--- src/rtl/a_ctrls_pkg.sv ---
`default_nettype none
// ============================================================================
// Module   : a_ctrls_pkg
// Brief    : Shared constants and state type for the a_ctrls poll scheduler
//            and the a_ctrls reply decoder.
// Revision : 1.0 - initial release
// ============================================================================
package a_ctrls_pkg;

    typedef enum logic [2:0] {
        ST_IDLE        = 3'd0,
        ST_SEND_R      = 3'd1,
        ST_SEND_NL     = 3'd2,
        ST_HDR         = 3'd3,
        ST_BODY        = 3'd4,
        ST_DONE        = 3'd5,
        ST_WAIT_PERIOD = 3'd6
    } state_t;

    localparam logic [31:0] HDR_STR          = "MEAS";
    localparam logic [7:0]  REQ_BYTE0        = 8'h52;
    localparam logic [7:0]  REQ_BYTE1        = 8'h0A;
    localparam int          BODY_LEN_DEFAULT = 23;

    // Header byte at match position idx (0 = first character).
    function automatic logic [7:0] hdr_byte(input logic [1:0] idx);
        logic [7:0] b;
        case (idx)
            2'd0:    b = HDR_STR[31:24];
            2'd1:    b = HDR_STR[23:16];
            2'd2:    b = HDR_STR[15:8];
            default: b = HDR_STR[7:0];
        endcase
        return b;
    endfunction

endpackage
`default_nettype wire

--- src/rtl/a_ctrls_poll_sched_if.sv ---
`default_nettype none
// ============================================================================
// Module   : a_ctrls_poll_sched_if
// Brief    : Control, UART TX/RX snoop and status bundle of the poll scheduler.
// Revision : 1.0 - initial release
// ============================================================================
interface a_ctrls_poll_sched_if;
    logic       enable;
    logic [7:0] tx_data;
    logic       tx_valid;
    logic       tx_ready;
    logic [7:0] rx_data;
    logic       rx_valid;
    logic       busy;
    logic       frame_done;
    logic       timeout_err;
    logic [7:0] err_cnt;

    modport master (
        input  enable, tx_ready, rx_data, rx_valid,
        output tx_data, tx_valid, busy, frame_done, timeout_err, err_cnt
    );

    modport slave (
        output enable, tx_ready, rx_data, rx_valid,
        input  tx_data, tx_valid, busy, frame_done, timeout_err, err_cnt
    );
endinterface
`default_nettype wire

--- src/rtl/a_ctrls_hdr_match.sv ---
`default_nettype none
// ============================================================================
// Module   : a_ctrls_hdr_match
// Brief    : Streaming "MEAS" matcher; hit pulses combinationally on the 'S'.
// Revision : 1.0 - initial release
// ============================================================================
module a_ctrls_hdr_match
    import a_ctrls_pkg::*;
(
    input  wire logic       clk,
    input  wire logic       reset_n,
    input  wire logic [7:0] rx_data,
    input  wire logic       rx_valid,
    input  wire logic       clear,
    output logic            hit
);
    logic [1:0] r_idx;
    logic [7:0] w_exp;

    assign w_exp = hdr_byte(r_idx);
    assign hit   = rx_valid && !clear && (r_idx == 2'd3) && (rx_data == w_exp);

    // A stray 'M' can itself start a new header, so it restarts at index 1.
    always_ff @(posedge clk or negedge reset_n) begin
        if (!reset_n) begin
            r_idx <= 2'd0;
        end else if (clear || hit) begin
            r_idx <= 2'd0;
        end else if (rx_valid) begin
            if (rx_data == w_exp)
                r_idx <= r_idx + 2'd1;
            else if (rx_data == HDR_STR[31:24])
                r_idx <= 2'd1;
            else
                r_idx <= 2'd0;
        end
    end
endmodule
`default_nettype wire

--- src/rtl/a_ctrls_poll_sched.sv ---
`default_nettype none
// ============================================================================
// Module   : a_ctrls_poll_sched
// Brief    : Sends "R\n" every POLL_PERIOD cycles and tracks the MEAS reply.
//            Define A_CTRLS_RETRY_EN to re-request up to MAX_RETRY times.
// Revision : 1.0 - initial release
// ============================================================================
module a_ctrls_poll_sched
    import a_ctrls_pkg::*;
#(
    parameter int POLL_PERIOD = 100_000,
    parameter int TIMEOUT     = 50_000,
    parameter int BODY_LEN    = BODY_LEN_DEFAULT,
    parameter int MAX_RETRY   = 2
) (
    input  wire logic            clk,
    input  wire logic            reset_n,
    a_ctrls_poll_sched_if.master bus
);
    localparam int c_PW = $clog2(POLL_PERIOD);
    localparam int c_TW = $clog2(TIMEOUT + 1);
    localparam int c_BW = $clog2(BODY_LEN + 1);
    localparam logic [c_PW-1:0] c_period_end = c_PW'(POLL_PERIOD - 1);
    localparam logic [c_TW-1:0] c_tmo_end    = c_TW'(TIMEOUT - 1);
    localparam logic [c_BW-1:0] c_body_end   = c_BW'(BODY_LEN - 1);

    state_t          r_state, w_next;
    logic [c_PW-1:0] r_period;
    logic [c_TW-1:0] r_tmo;
    logic [c_BW-1:0] r_body;
    logic            r_timeout_err;
    logic [7:0]      r_err_cnt;

    logic       w_hit, w_in_rx, w_tmo_hit, w_body_last, w_enter_send_r;
    logic       w_retry_allowed, w_tmo_final;
    logic       w_tx_valid, w_busy, w_frame_done;
    logic [7:0] w_tx_data;

    a_ctrls_hdr_match u_hdr_match (
        .clk      (clk),
        .reset_n  (reset_n),
        .rx_data  (bus.rx_data),
        .rx_valid (bus.rx_valid),
        .clear    (r_state != ST_HDR),
        .hit      (w_hit)
    );

    assign w_in_rx        = (r_state == ST_HDR) || (r_state == ST_BODY);
    assign w_tmo_hit      = w_in_rx && (r_tmo == c_tmo_end);
    assign w_body_last    = (r_state == ST_BODY) && bus.rx_valid && (r_body == c_body_end);
    assign w_enter_send_r = (r_state != ST_SEND_R) && (w_next == ST_SEND_R);
    assign w_tmo_final    = w_tmo_hit && !w_retry_allowed;

`ifdef A_CTRLS_RETRY_EN
    localparam int c_RW = $clog2(MAX_RETRY + 1) + 1;
    logic [c_RW-1:0] r_retry;

    assign w_retry_allowed = (r_retry < c_RW'(MAX_RETRY));

    always_ff @(posedge clk or negedge reset_n) begin
        if (!reset_n)
            r_retry <= '0;
        else if (w_enter_send_r && ((r_state == ST_IDLE) || (r_state == ST_WAIT_PERIOD)))
            r_retry <= '0;
        else if (w_tmo_hit && w_retry_allowed)
            r_retry <= r_retry + c_RW'(1);
    end
`else
    // Retries compiled out: folds to 0 for any legal MAX_RETRY.
    assign w_retry_allowed = (MAX_RETRY < 0);
`endif

    always_ff @(posedge clk or negedge reset_n) begin
        if (!reset_n)
            r_state <= ST_IDLE;
        else
            r_state <= w_next;
    end

    always_comb begin
        w_next       = r_state;
        w_tx_valid   = 1'b0;
        w_tx_data    = 8'h00;
        w_busy       = 1'b1;
        w_frame_done = 1'b0;
        case (r_state)
            ST_IDLE: begin
                w_busy = 1'b0;
                if (bus.enable) w_next = ST_SEND_R;
            end
            ST_SEND_R: begin
                w_tx_valid = 1'b1;
                w_tx_data  = REQ_BYTE0;
                if (bus.tx_ready) w_next = ST_SEND_NL;
            end
            ST_SEND_NL: begin
                w_tx_valid = 1'b1;
                w_tx_data  = REQ_BYTE1;
                if (bus.tx_ready) w_next = ST_HDR;
            end
            ST_HDR, ST_BODY: begin
                // Timeout wins over a byte arriving in the same cycle.
                if (w_tmo_hit)
                    w_next = w_retry_allowed ? ST_SEND_R : ST_WAIT_PERIOD;
                else if ((r_state == ST_HDR) && w_hit)
                    w_next = ST_BODY;
                else if (w_body_last)
                    w_next = ST_DONE;
            end
            ST_DONE: begin
                w_frame_done = 1'b1;
                w_next       = ST_WAIT_PERIOD;
            end
            ST_WAIT_PERIOD: begin
                w_busy = 1'b0;
                if (r_period == c_period_end)
                    w_next = bus.enable ? ST_SEND_R : ST_IDLE;
            end
            default: w_next = ST_IDLE;
        endcase
    end

    always_ff @(posedge clk or negedge reset_n) begin
        if (!reset_n) begin
            r_period      <= '0;
            r_tmo         <= '0;
            r_body        <= '0;
            r_timeout_err <= 1'b0;
            r_err_cnt     <= 8'h00;
        end else begin
            if (w_enter_send_r)
                r_period <= '0;
            else if (r_period != c_period_end)
                r_period <= r_period + c_PW'(1);

            if (r_state == ST_SEND_NL)
                r_tmo <= '0;
            else if (w_in_rx)
                r_tmo <= r_tmo + c_TW'(1);

            if (r_state != ST_BODY)
                r_body <= '0;
            else if (bus.rx_valid)
                r_body <= r_body + c_BW'(1);

            r_timeout_err <= w_tmo_final;
            if (w_tmo_final && (r_err_cnt != 8'hFF))
                r_err_cnt <= r_err_cnt + 8'd1;
        end
    end

    assign bus.tx_valid    = w_tx_valid;
    assign bus.tx_data     = w_tx_data;
    assign bus.busy        = w_busy;
    assign bus.frame_done  = w_frame_done;
    assign bus.timeout_err = r_timeout_err;
    assign bus.err_cnt     = r_err_cnt;
endmodule
`default_nettype wire

--- src/flat_wrapper.sv ---
// flat-port wrapper written by rule: the top's interface ports become plain ports
module a_ctrls_poll_sched_flat import a_ctrls_pkg::*;
#(
    parameter int POLL_PERIOD = 100_000,
    parameter int TIMEOUT     = 50_000,
    parameter int BODY_LEN    = BODY_LEN_DEFAULT,
    parameter int MAX_RETRY   = 2
)
  (clk, reset_n, bus_enable, bus_tx_ready, bus_rx_data, bus_rx_valid, bus_tx_data, bus_tx_valid, bus_busy, bus_frame_done, bus_timeout_err, bus_err_cnt);
  a_ctrls_poll_sched_if bus_i ();
  input  wire logic clk;
  input  wire logic reset_n;
  input wire logic [$bits(bus_i.enable)-1:0] bus_enable;
  input wire logic [$bits(bus_i.tx_ready)-1:0] bus_tx_ready;
  input wire logic [$bits(bus_i.rx_data)-1:0] bus_rx_data;
  input wire logic [$bits(bus_i.rx_valid)-1:0] bus_rx_valid;
  output wire logic [$bits(bus_i.tx_data)-1:0] bus_tx_data;
  output wire logic [$bits(bus_i.tx_valid)-1:0] bus_tx_valid;
  output wire logic [$bits(bus_i.busy)-1:0] bus_busy;
  output wire logic [$bits(bus_i.frame_done)-1:0] bus_frame_done;
  output wire logic [$bits(bus_i.timeout_err)-1:0] bus_timeout_err;
  output wire logic [$bits(bus_i.err_cnt)-1:0] bus_err_cnt;
  assign bus_i.enable = bus_enable;
  assign bus_i.tx_ready = bus_tx_ready;
  assign bus_i.rx_data = bus_rx_data;
  assign bus_i.rx_valid = bus_rx_valid;
  assign bus_tx_data = bus_i.tx_data;
  assign bus_tx_valid = bus_i.tx_valid;
  assign bus_busy = bus_i.busy;
  assign bus_frame_done = bus_i.frame_done;
  assign bus_timeout_err = bus_i.timeout_err;
  assign bus_err_cnt = bus_i.err_cnt;
  a_ctrls_poll_sched #(.POLL_PERIOD(POLL_PERIOD), .TIMEOUT(TIMEOUT), .BODY_LEN(BODY_LEN), .MAX_RETRY(MAX_RETRY)) u_core (.clk(clk), .reset_n(reset_n), .bus(bus_i));
endmodule
--- config.mk ---
export PLATFORM = sky130hd
export DESIGN_NAME = a_ctrls_poll_sched_flat
export DESIGN_NICKNAME = d
export VERILOG_FILES = /design/src/rtl/a_ctrls_pkg.sv /design/src/rtl/a_ctrls_poll_sched_if.sv /design/src/rtl/a_ctrls_hdr_match.sv /design/src/rtl/a_ctrls_poll_sched.sv /design/src/flat_wrapper.sv
export SDC_FILE = /design/constraint.sdc
export NUM_CORES = 1
export LEC_CHECK = 0
export CAP_MARGIN = 20
export CORE_ASPECT_RATIO = 0.6
export CORE_UTILIZATION = 58
export CTS_BUF_LIST = sky130_fd_sc_hd__clkbuf_8
export DETAILED_ROUTE_END_ITERATION = 12
export GPL_ROUTABILITY_DRIVEN = 0
export GPL_TIMING_DRIVEN = 0
export PLACE_DENSITY = 0.82
export RECOVER_POWER = 25
export SYNTH_ARGS = -nofsm -noshare
export SYNTH_HDL_FRONTEND = slang
export SYNTH_SLANG_ARGS = --single-unit
--- constraint.sdc ---
create_clock -name clk -period 2.5 [get_ports clk]
set_input_delay 0.5 -clock clk [delete_from_list [all_inputs] [get_ports clk]]
set_output_delay 0.5 -clock clk [all_outputs]
set_load 0.01 [all_outputs]
==> results of run 1 <==
power by group through the flow:
stage	clock [uW]	combinational [uW]	sequential, uW
floorplan	0	645	1130
global placement	0	916	1170
detailed placement	0	960	1180
CTS	597	964	1180
global route	639	1050	1210
finish	592	955	1190
per-layer routing:
layer	vias to the layer above	wire length, um
met3	13	242
li1	1133	-
met4	0	99
met1	1071	2970
met5	-	0
met2	54	2580
registers in the layout, indices dropped and copies added, names as in the netlist:
| name | cells |
|---|---|
| u_core.r_tmo | 16 |
| u_core.r_state | 3 |
| u_core.bus.timeout_err | 1 |
| u_core.u_hdr_match.r_idx | 2 |
| u_core.r_body | 5 |
| u_core.r_period | 17 |
| u_core.bus.err_cnt | 8 |
critical path, delay by kind of cell, from the launching register on:
family | cells | cell delay (ps)
flops | 1 | 430
simple gates | 1 | 320
buf+inv | 3 | 890
worst max-delay path by stage:
| stage | start | end | slack, ps | cells past startpoint |
|---|---|---|---|---|
| after global placement | reset_n | u_core.r_body[0] | -540 | 1 |
| after floorplan | u_core.r_state[0] | bus_tx_data[1] | 550 | 6 |
| final | u_core.r_state[2] | bus_tx_data[6] | 60 | 4 |
| after detailed placement | u_core.r_state[0] | bus_tx_data[1] | -30 | 7 |
| after global routing | u_core.r_state[2] | bus_tx_data[6] | 1 | 4 |
| after CTS | u_core.r_state[1] | bus_tx_valid | 10 | 6 |
synth_stat cells, types with 2 or more instances:
| cell | number |
|---|---|
| buf_4 | 6 |
| nand2_1 | 32 |
| nor4bb_1 | 3 |
| nor3_1 | 3 |
| or2_2 | 2 |
| nor2b_1 | 4 |
| ha_1 | 8 |
| and2_1 | 4 |
| nand4_1 | 9 |
| a21oi_1 | 9 |
| or3_1 | 5 |
| and3_1 | 12 |
| buf_2 | 5 |
| and4_1 | 2 |
| nor2_1 | 34 |
| xnor2_1 | 9 |
| o21ai_0 | 12 |
| nand2b_1 | 6 |
| clkbuf_1 | 4 |
| mux2i_1 | 10 |
| nor4b_1 | 2 |
| dfrtp_1 | 52 |
| nand3_2 | 2 |
| xor2_1 | 16 |
| inv_1 | 9 |
| a31oi_1 | 4 |
| nand3_1 | 13 |
| o22ai_1 | 2 |
area by class of cell:
type | instances | area [um2]
plain buffers | 15 | 101
well taps | 63 | 78.8
fillers | 345 | 1270
inverters | 9 | 33.8
repair buffers | 30 | 288
clock buffers | 5 | 68.8
flip-flops and latches | 52 | 1300
clock inverters | 3 | 47.5
multi-input cells | 230 | 1490
kinds of logic (layout without fill, tap and decap cells):
logic type / count (synthesis) / count (layout) / share of synthesized area (%)
AOI/OAI and AO/OA: 37 / 37 / 7.84
xor gates and xnor gates: 25 / 25 / 7.54
adders and majority gates: 8 / 8 / 3.45
buffers and inverters: 25 / 62 / 4.48
DFF: 52 / 52 / 44.8
muxes: 11 / 11 / 3.96
other: 1 / 4 / 0.129
and+or+nand+nor: 145 / 145 / 27.8
per-stage QoR:
stage               power, uW  instances  hold slack, ps  area (um2)
floorplan                1780        307             204        2920
global placement         2080        398             456        3270
detailed placement       2140        399             454        3290
CTS                      2740        407             115        3420
global route             2900        407             349        3410
finish                   2740        407             279        3410
repair_timing:
item,in CTS,in global routing
buffers inserted,1,0
gates resized for setup,5,5
setup endpoints to repair,4,4
pin swaps,0,1
==> results.toml, run 1 <==
[status]
status = "finished, final reports clean"

[timing]
setup_viol = 0
fin_tns_setup_ps = 0
finClkSkew_ps = 13.9
max_freq_ghz = 0.409
grt_setup_unrepaired = "no"
worst-slew-pin-transition_ps = 893
post-route-period-util_pct = 97.8
maxSlewHeadroom_pct = 40.5
drv_slew = 0
period_needed_ps = 2440
hold_viol = 0
fin_ws_ps = 55.3

[setup_path]
crit_chain = "clkbuf_2, nor3b_2, buf_4, clkdlybuf4s50_1"
worstPathRequired_ps = 2000
cp_data_arrival_time_ps = 1940
rr_worst_depth = 8
reg2reg_to = "u_core.r_period[9]"
reg2reg_from = "u_core.r_period[0]"
ff2ff_setup_slack_ps = 420
critPathKind = "register to primary output"
worst_setup_path_end_kind = "primary output"
critPathLaunchType = "register"
slowest_delay_ps = 530
cp_max_fo = 10
slowest_stage = "clkdlybuf4s50_1"

[drt]
detail-route-antenna-nets = 0
wirelength_um = 5900
first_pass_iters = 4
wl_per_cell_um = 14.5
vias = 2271
drt_drc_violations_left = 0
drt_iter0_markers = 124
post_drt_via_cell_ratio = 5.58

[global_route]
grt_pass1_wl_um = 9880
grt_overflow_total = 0
grt_max_degree = 36
grt_busiest_layer = "met2"
antenna_found_initial = 0
met3_usage_pct = 5.56
grt_pass1_vias = 2132
grt_use_total_pct = 24.1
grt.met2_usage_pct = 36.7
use_met1_pct = 34.6

[floorplanning]
die_height_um = 56.8
start_util_pct = 62.0
rows = 19
fp.dieW_um = 93.4
die-area_mm2 = 0.00530
core_mm2 = 0.00468
ios = 33

[placement]
dpl.hpwl_um = 4410
dp_slack_ps = -34.3
port-buffer-count = 28

[synth]
yosys.area.top_type_share_pct = 44.8
synth-seq-area-share_pct = 44.8
ys.flop_type = "dfrtp_1"
synth_top_area_cell = "dfrtp_1"
synth_edf_count = 0
synth_seq_cells = 52
yosys-top-cells-area = "dfrtp_1 45%, xor2_1 4.8%, nor2_1 4.4%"
syn_avg_cell_area_um2 = 9.55
synth_area_mm2 = 0.00290
async_reset_ff_share_pct = 100
synth_warnings = 0
netlist_instances = 304
synth_cell_types = 53

[final_layout]
final_util_pct = 72.8
final_cell_mix = "51 x dfrtp_1, 34 x nor2_1, 32 x nand2_1"
drive_above_1_share_pct = 10.8
areaGrowthSynthToFinish_pct = 17.4
num_antenna_cells = 0
nets = 364
final_common_cell = "dfrtp_1"

[power_and_ir_drop]
comb_power_share_pct = 34.9
irDropWorstVdd_mv = 0.391
power_density_mw_per_mm2 = 802
p_switching_uw = 994
pwr-share-seq_pct = 43.4
p_int_uw = 1740
clkPwrFrac_pct = 21.6
p_leak_uw = 0.00161
switching_share_pct = 36.3

[clocking]
cts_hold_buf = 0
numCtsBuffers = 5
h-tree-depth = 2
path_clk_slew_ps = 100
clk_latency_ps = 310
cts_tree = "done"
cts_sinks = 52
cts-root-buf = "clkbuf_8"
clockBufferDepth = 2

[run]
maxCapViolCount = 0

[min_path]
hp-class = "input port to asynchronous set/reset pin"
Note: power is estimated with default switching activity, not from simulation.
==> run 2, diff against run 1 <==
--- a/config.mk
+++ b/config.mk
@@ -12,8 +12,9 @@
 export DETAILED_ROUTE_END_ITERATION = 12
 export GPL_ROUTABILITY_DRIVEN = 0
 export GPL_TIMING_DRIVEN = 0
-export PLACE_DENSITY = 0.82
+export PLACE_DENSITY_LB_ADDON = 0.1
 export RECOVER_POWER = 25
+export SETUP_SLACK_MARGIN = 0.4
 export SYNTH_ARGS = -nofsm -noshare
 export SYNTH_HDL_FRONTEND = slang
 export SYNTH_SLANG_ARGS = --single-unit
==> results.toml, run 2 (synthesis gave the netlist of run 1 again) <==
[power_and_ir_drop]
p_int_uw = 1900
p_total_uw = 2900
irDropWorstVdd_mv = 0.532
switching_share_pct = 34.5
pwr-share-seq_pct = 40.0
p_leak_uw = 0.00168
clkPwrFrac_pct = 22.7
comb_power_share_pct = 37.3
power_density_mw_per_mm2 = 827
p_switching_uw = 1000

[setup_path]
startpoint = "u_core.r_state[1]"
reg2reg_from = "u_core.r_state[2]"
critPathKind = "register to primary output"
cp_data_arrival_time_ps = 1660
worstPathRequired_ps = 2000
slowest_delay_ps = 410
cp_max_fo = 3
slowest_stage = "dfrtp_1"
crit_chain = "nor2b_2, nand2b_1, buf_6, inv_1, or2_2, buf_4, clkbuf_2"
worst_setup_path_end_kind = "primary output"
critPathLaunchType = "register"

[timing]
maxSlewHeadroom_pct = 8.44
post-route-period-util_pct = 86.5
drv_slew = 0
worst-slew-pin-transition_ps = 1370
period_needed_ps = 2160
grt_setup_unrepaired = "yes"
timing.hold.ws_ps = 486
finClkSkew_ps = 10.1
setup_viol = 0
max_freq_ghz = 0.463
hold_viol = 0

[final_layout]
fin_cells = 413
num-fill-cells = 328
areaGrowthSynthToFinish_pct = 20.8
num_antenna_cells = 0
drive_above_1_share_pct = 15.1
registers.top_by_ff_count = "u_core.r_period"
final_cell_mix = "52 x dfrtp_1, 33 x nor2_1, 31 x nand2_1"
final_common_cell = "dfrtp_1"
nets = 371
largest_reg_flops = 17

[floorplanning]
die_height_um = 56.8
rows = 19
core_mm2 = 0.00468
ios = 33
fp.dieW_um = 93.4
start_util_pct = 62.0
die-area_mm2 = 0.00530

[clocking]
path_clk_slew_ps = 90
cts_sinks = 52
clk_latency_ps = 300
h-tree-depth = 2
cts_hold_buf = 0
clockBufferDepth = 2
cts_tree = "done"
numCtsBuffers = 5
cts-root-buf = "clkbuf_8"

[global_route]
antenna_found_initial = 0
grt_max_degree = 28
grt_pass1_wl_um = 10200
grt_overflow_total = 0
grt_use_total_pct = 24.7
grt_pass1_vias = 2234

[run]
maxCapViolCount = 0

[drt]
drt_drc_violations_left = 0
detail-route-antenna-nets = 0
drt_iter0_markers = 142
wirelength_um = 6030
first_pass_iters = 5
vias = 2317
wl_per_cell_um = 14.6
post_drt_via_cell_ratio = 5.61

[placement]
port-buffer-count = 28
dpl.hpwl_um = 4310
place_inst = 399

[min_path]
hp-class = "input port to asynchronous set/reset pin"

[status]
status = "finished, final reports clean"
run 2: cell count changes in the layout (fill, tap and decap cells not counted), moves of 2 or more:
cell	before	now
buf_4	7	14
clkdlybuf4s50_1	25	20
buf_2	4	0
clkbuf_4	0	4
clkbuf_2	3	5
clkinv_4	2	0
run 2: routing by layer:
metal  share of wire (%)  global-route usage (%)
met2                  45                    37.8
met4                 1.2                    6.37
met1                  49                    36.2
met3                 5.2                    4.47
met5                   0                       0
run 2: stage by stage:
stage	util [%]	setup TNS (ps)	setup WS [ps]	cell area [um2]
global placement	69.9	-29370	-568	3270
finish	74.9	0	339	3510
detailed placement	70.2	-15.2	-15.2	3290
global route	74.9	0	226	3510
floorplan	-	0	553	2920
CTS	74.1	0	206	3470
run 2: layout make-up:
cell class	count	area, um2	area share (%)
clock inverters	2	60.1	1.71
inverters	9	33.8	0.963
repair buffers	36	312	8.88
flip-flops and latches	52	1300	37.1
clock buffers	5	68.8	1.96
well taps	63	78.8	2.25
multi-input cells	230	1520	43.3
plain buffers	16	134	3.82
run 2: critical path, delay by kind of cell (launching register included):
kind,cells,cell delay [ps]
buf+inv,4,400
simple gates,3,550
flops,1,410
run 2: worst paths after layout:
check	end	slack [ps]	depth (start not counted)
setup / recovery	bus_tx_data[1]	340	7
hold / removal	u_core.r_period[13]	490	1
setup reg to reg	u_core.r_tmo[14]	430	8
hold reg to reg	u_core.r_tmo[15]	490	1
max in group asynchronous	u_core.r_tmo[11]	690	2
min in group clk	u_core.r_tmo[15]	490	1
run 2: timing repair:
action,in CTS,in global routing
resized for setup,17,24
setup endpoints to repair,7,20
pin swaps,0,2
buffers inserted,3,4
run 2: power by group through the flow:
stage	Clock [uW]	Combinational, uW	Sequential, uW
floorplan	0	645	1130
global placement	0	924	1170
detailed placement	0	955	1170
CTS	673	1010	1160
global route	709	1200	1180
finish	659	1080	1160
==> run 3, diff against run 2 <==
--- a/config.mk
+++ b/config.mk
@@ -6,15 +6,16 @@
 export NUM_CORES = 1
 export LEC_CHECK = 0
 export CAP_MARGIN = 20
-export CORE_ASPECT_RATIO = 0.6
 export CORE_UTILIZATION = 58
 export CTS_BUF_LIST = sky130_fd_sc_hd__clkbuf_8
+export CTS_CLUSTER_DIAMETER = 50
 export DETAILED_ROUTE_END_ITERATION = 12
 export GPL_ROUTABILITY_DRIVEN = 0
 export GPL_TIMING_DRIVEN = 0
 export PLACE_DENSITY_LB_ADDON = 0.1
 export RECOVER_POWER = 25
 export SETUP_SLACK_MARGIN = 0.4
+export SKIP_CTS_REPAIR_TIMING = 1
 export SYNTH_ARGS = -nofsm -noshare
 export SYNTH_HDL_FRONTEND = slang
 export SYNTH_SLANG_ARGS = --single-unit
==> results.toml, run 3 (synthesis gave the netlist of run 1 again) <==
[timing]
maxSlewHeadroom_pct = 28.8
hold_viol = 0
period_needed_ps = 2180
worst-slew-pin-transition_ps = 1070
finClkSkew_ps = 6.96
grt_setup_unrepaired = "yes"
post-route-period-util_pct = 87.3
max_freq_ghz = 0.458
setup_viol = 0
fin_ws_ps = 318
fin_tns_setup_ps = 0
drv_slew = 0

[final_layout]
num_antenna_cells = 0
largest_reg_flops = 17
drive_above_1_share_pct = 11.6
final_cell_mix = "52 x dfrtp_1, 34 x nor2_1, 32 x nand2_1"
registers.top_by_ff_count = "u_core.r_period"
nets = 367
final_util_pct = 71.9
areaGrowthSynthToFinish_pct = 18.5
final_common_cell = "dfrtp_1"

[drt]
wirelength_um = 5720
drt_iter0_markers = 127
first_pass_iters = 5
wl_per_cell_um = 13.8
detail-route-antenna-nets = 0
vias = 2290
post_drt_via_cell_ratio = 5.54
drt_drc_violations_left = 0

[setup_path]
startpoint = "u_core.r_state[1]"
cp_max_fo = 4
worst_setup_path_end_kind = "primary output"
critPathLaunchType = "register"
reg2reg_from = "u_core.r_tmo[13]"
worstPathRequired_ps = 2000
cp_data_arrival_time_ps = 1680
critPathKind = "register to primary output"

[placement]
dp_slack_ps = -62.3
port-buffer-count = 28
dpl.hpwl_um = 4090

[floorplanning]
die-area_mm2 = 0.00529
ios = 33
die_height_um = 72.8
rows = 25
start_util_pct = 60.7
core_mm2 = 0.00479
fp.dieW_um = 72.8

[clocking]
cts-root-buf = "clkbuf_8"
path_clk_slew_ps = 90
cts_sinks = 52
clockBufferDepth = 2
cts_tree = "done"
numCtsBuffers = 5
clk_latency_ps = 300
h-tree-depth = 2

[global_route]
grt_use_total_pct = 24.3
grt_max_degree = 33
grt_pass1_vias = 2215
antenna_found_initial = 0
grt_overflow_total = 0
grt_pass1_wl_um = 9940

[power_and_ir_drop]
p_leak_uw = 0.00168
p_total_uw = 2650
power_density_mw_per_mm2 = 771
irDropWorstVdd_mv = 0.731

[min_path]
hp-class = "input port to asynchronous set/reset pin"

[run]
maxCapViolCount = 0

[status]
status = "finished, final reports clean"
run 3: cell type report:
type                            count  area, um2
Buffer                             16        126
Clock buffer                        5       68.8
Clock inverter                      2       8.76
Fill cell                         395       1350
Inverter                            9       33.8
Multi-Input combinational cell    230       1510
Sequential cell                    52       1300
Tap cell                           67       83.8
Timing Repair Buffer               32        312
run 3: worst max-delay path, cell delays in order (launching register included):
cell and delay [ps]:
dfrtp_1 400, nor2b_2 170, nand2b_1 80, buf_6 110
inv_1 70, or2_4 260, buf_4 130, dlymetal6s2s_1 160
run 3: path summary, 6_finish.rpt:
| check | slack, ps | to | cells after the start |
|---|---|---|---|
| worst min-delay path | 360 | u_core.r_period[7] | 1 |
| max in group asynchronous | 780 | u_core.r_tmo[1] | 2 |
| worst min register to register | 490 | u_core.r_tmo[15] | 1 |
| worst max register to register | 520 | u_core.bus.err_cnt[1] | 4 |
| worst max-delay path | 320 | bus_tx_data[1] | 7 |
| min in group clk | 490 | u_core.r_tmo[15] | 1 |
run 3: layer usage:
metal | vias to the layer above | track usage [%] | wire length [um] | part of all wire [%]
met5 | - | 0 | 0 | 0
met2 | 40 | 41.1 | 2870 | 50
li1 | 1133 | - | - | -
met1 | 1113 | 32.0 | 2630 | 46
met3 | 4 | 5.66 | 179 | 3.1
met4 | 0 | 5.45 | 40 | 0.70
run 3: power breakdown:
group          internal (uW)  switching, uW  total [uW]
clock network            187            259         446
logic                    503            539        1040
registers                993            172        1160
run 3: metrics by stage:
stage / instance area, um2 / cells / hold slack, ps
finish: 3440 / 413 / 365
detailed placement: 3290 / 403 / 477
global placement: 3280 / 402 / 470
global route: 3440 / 413 / 471
CTS: 3370 / 410 / 162
floorplan: 2920 / 307 / 204
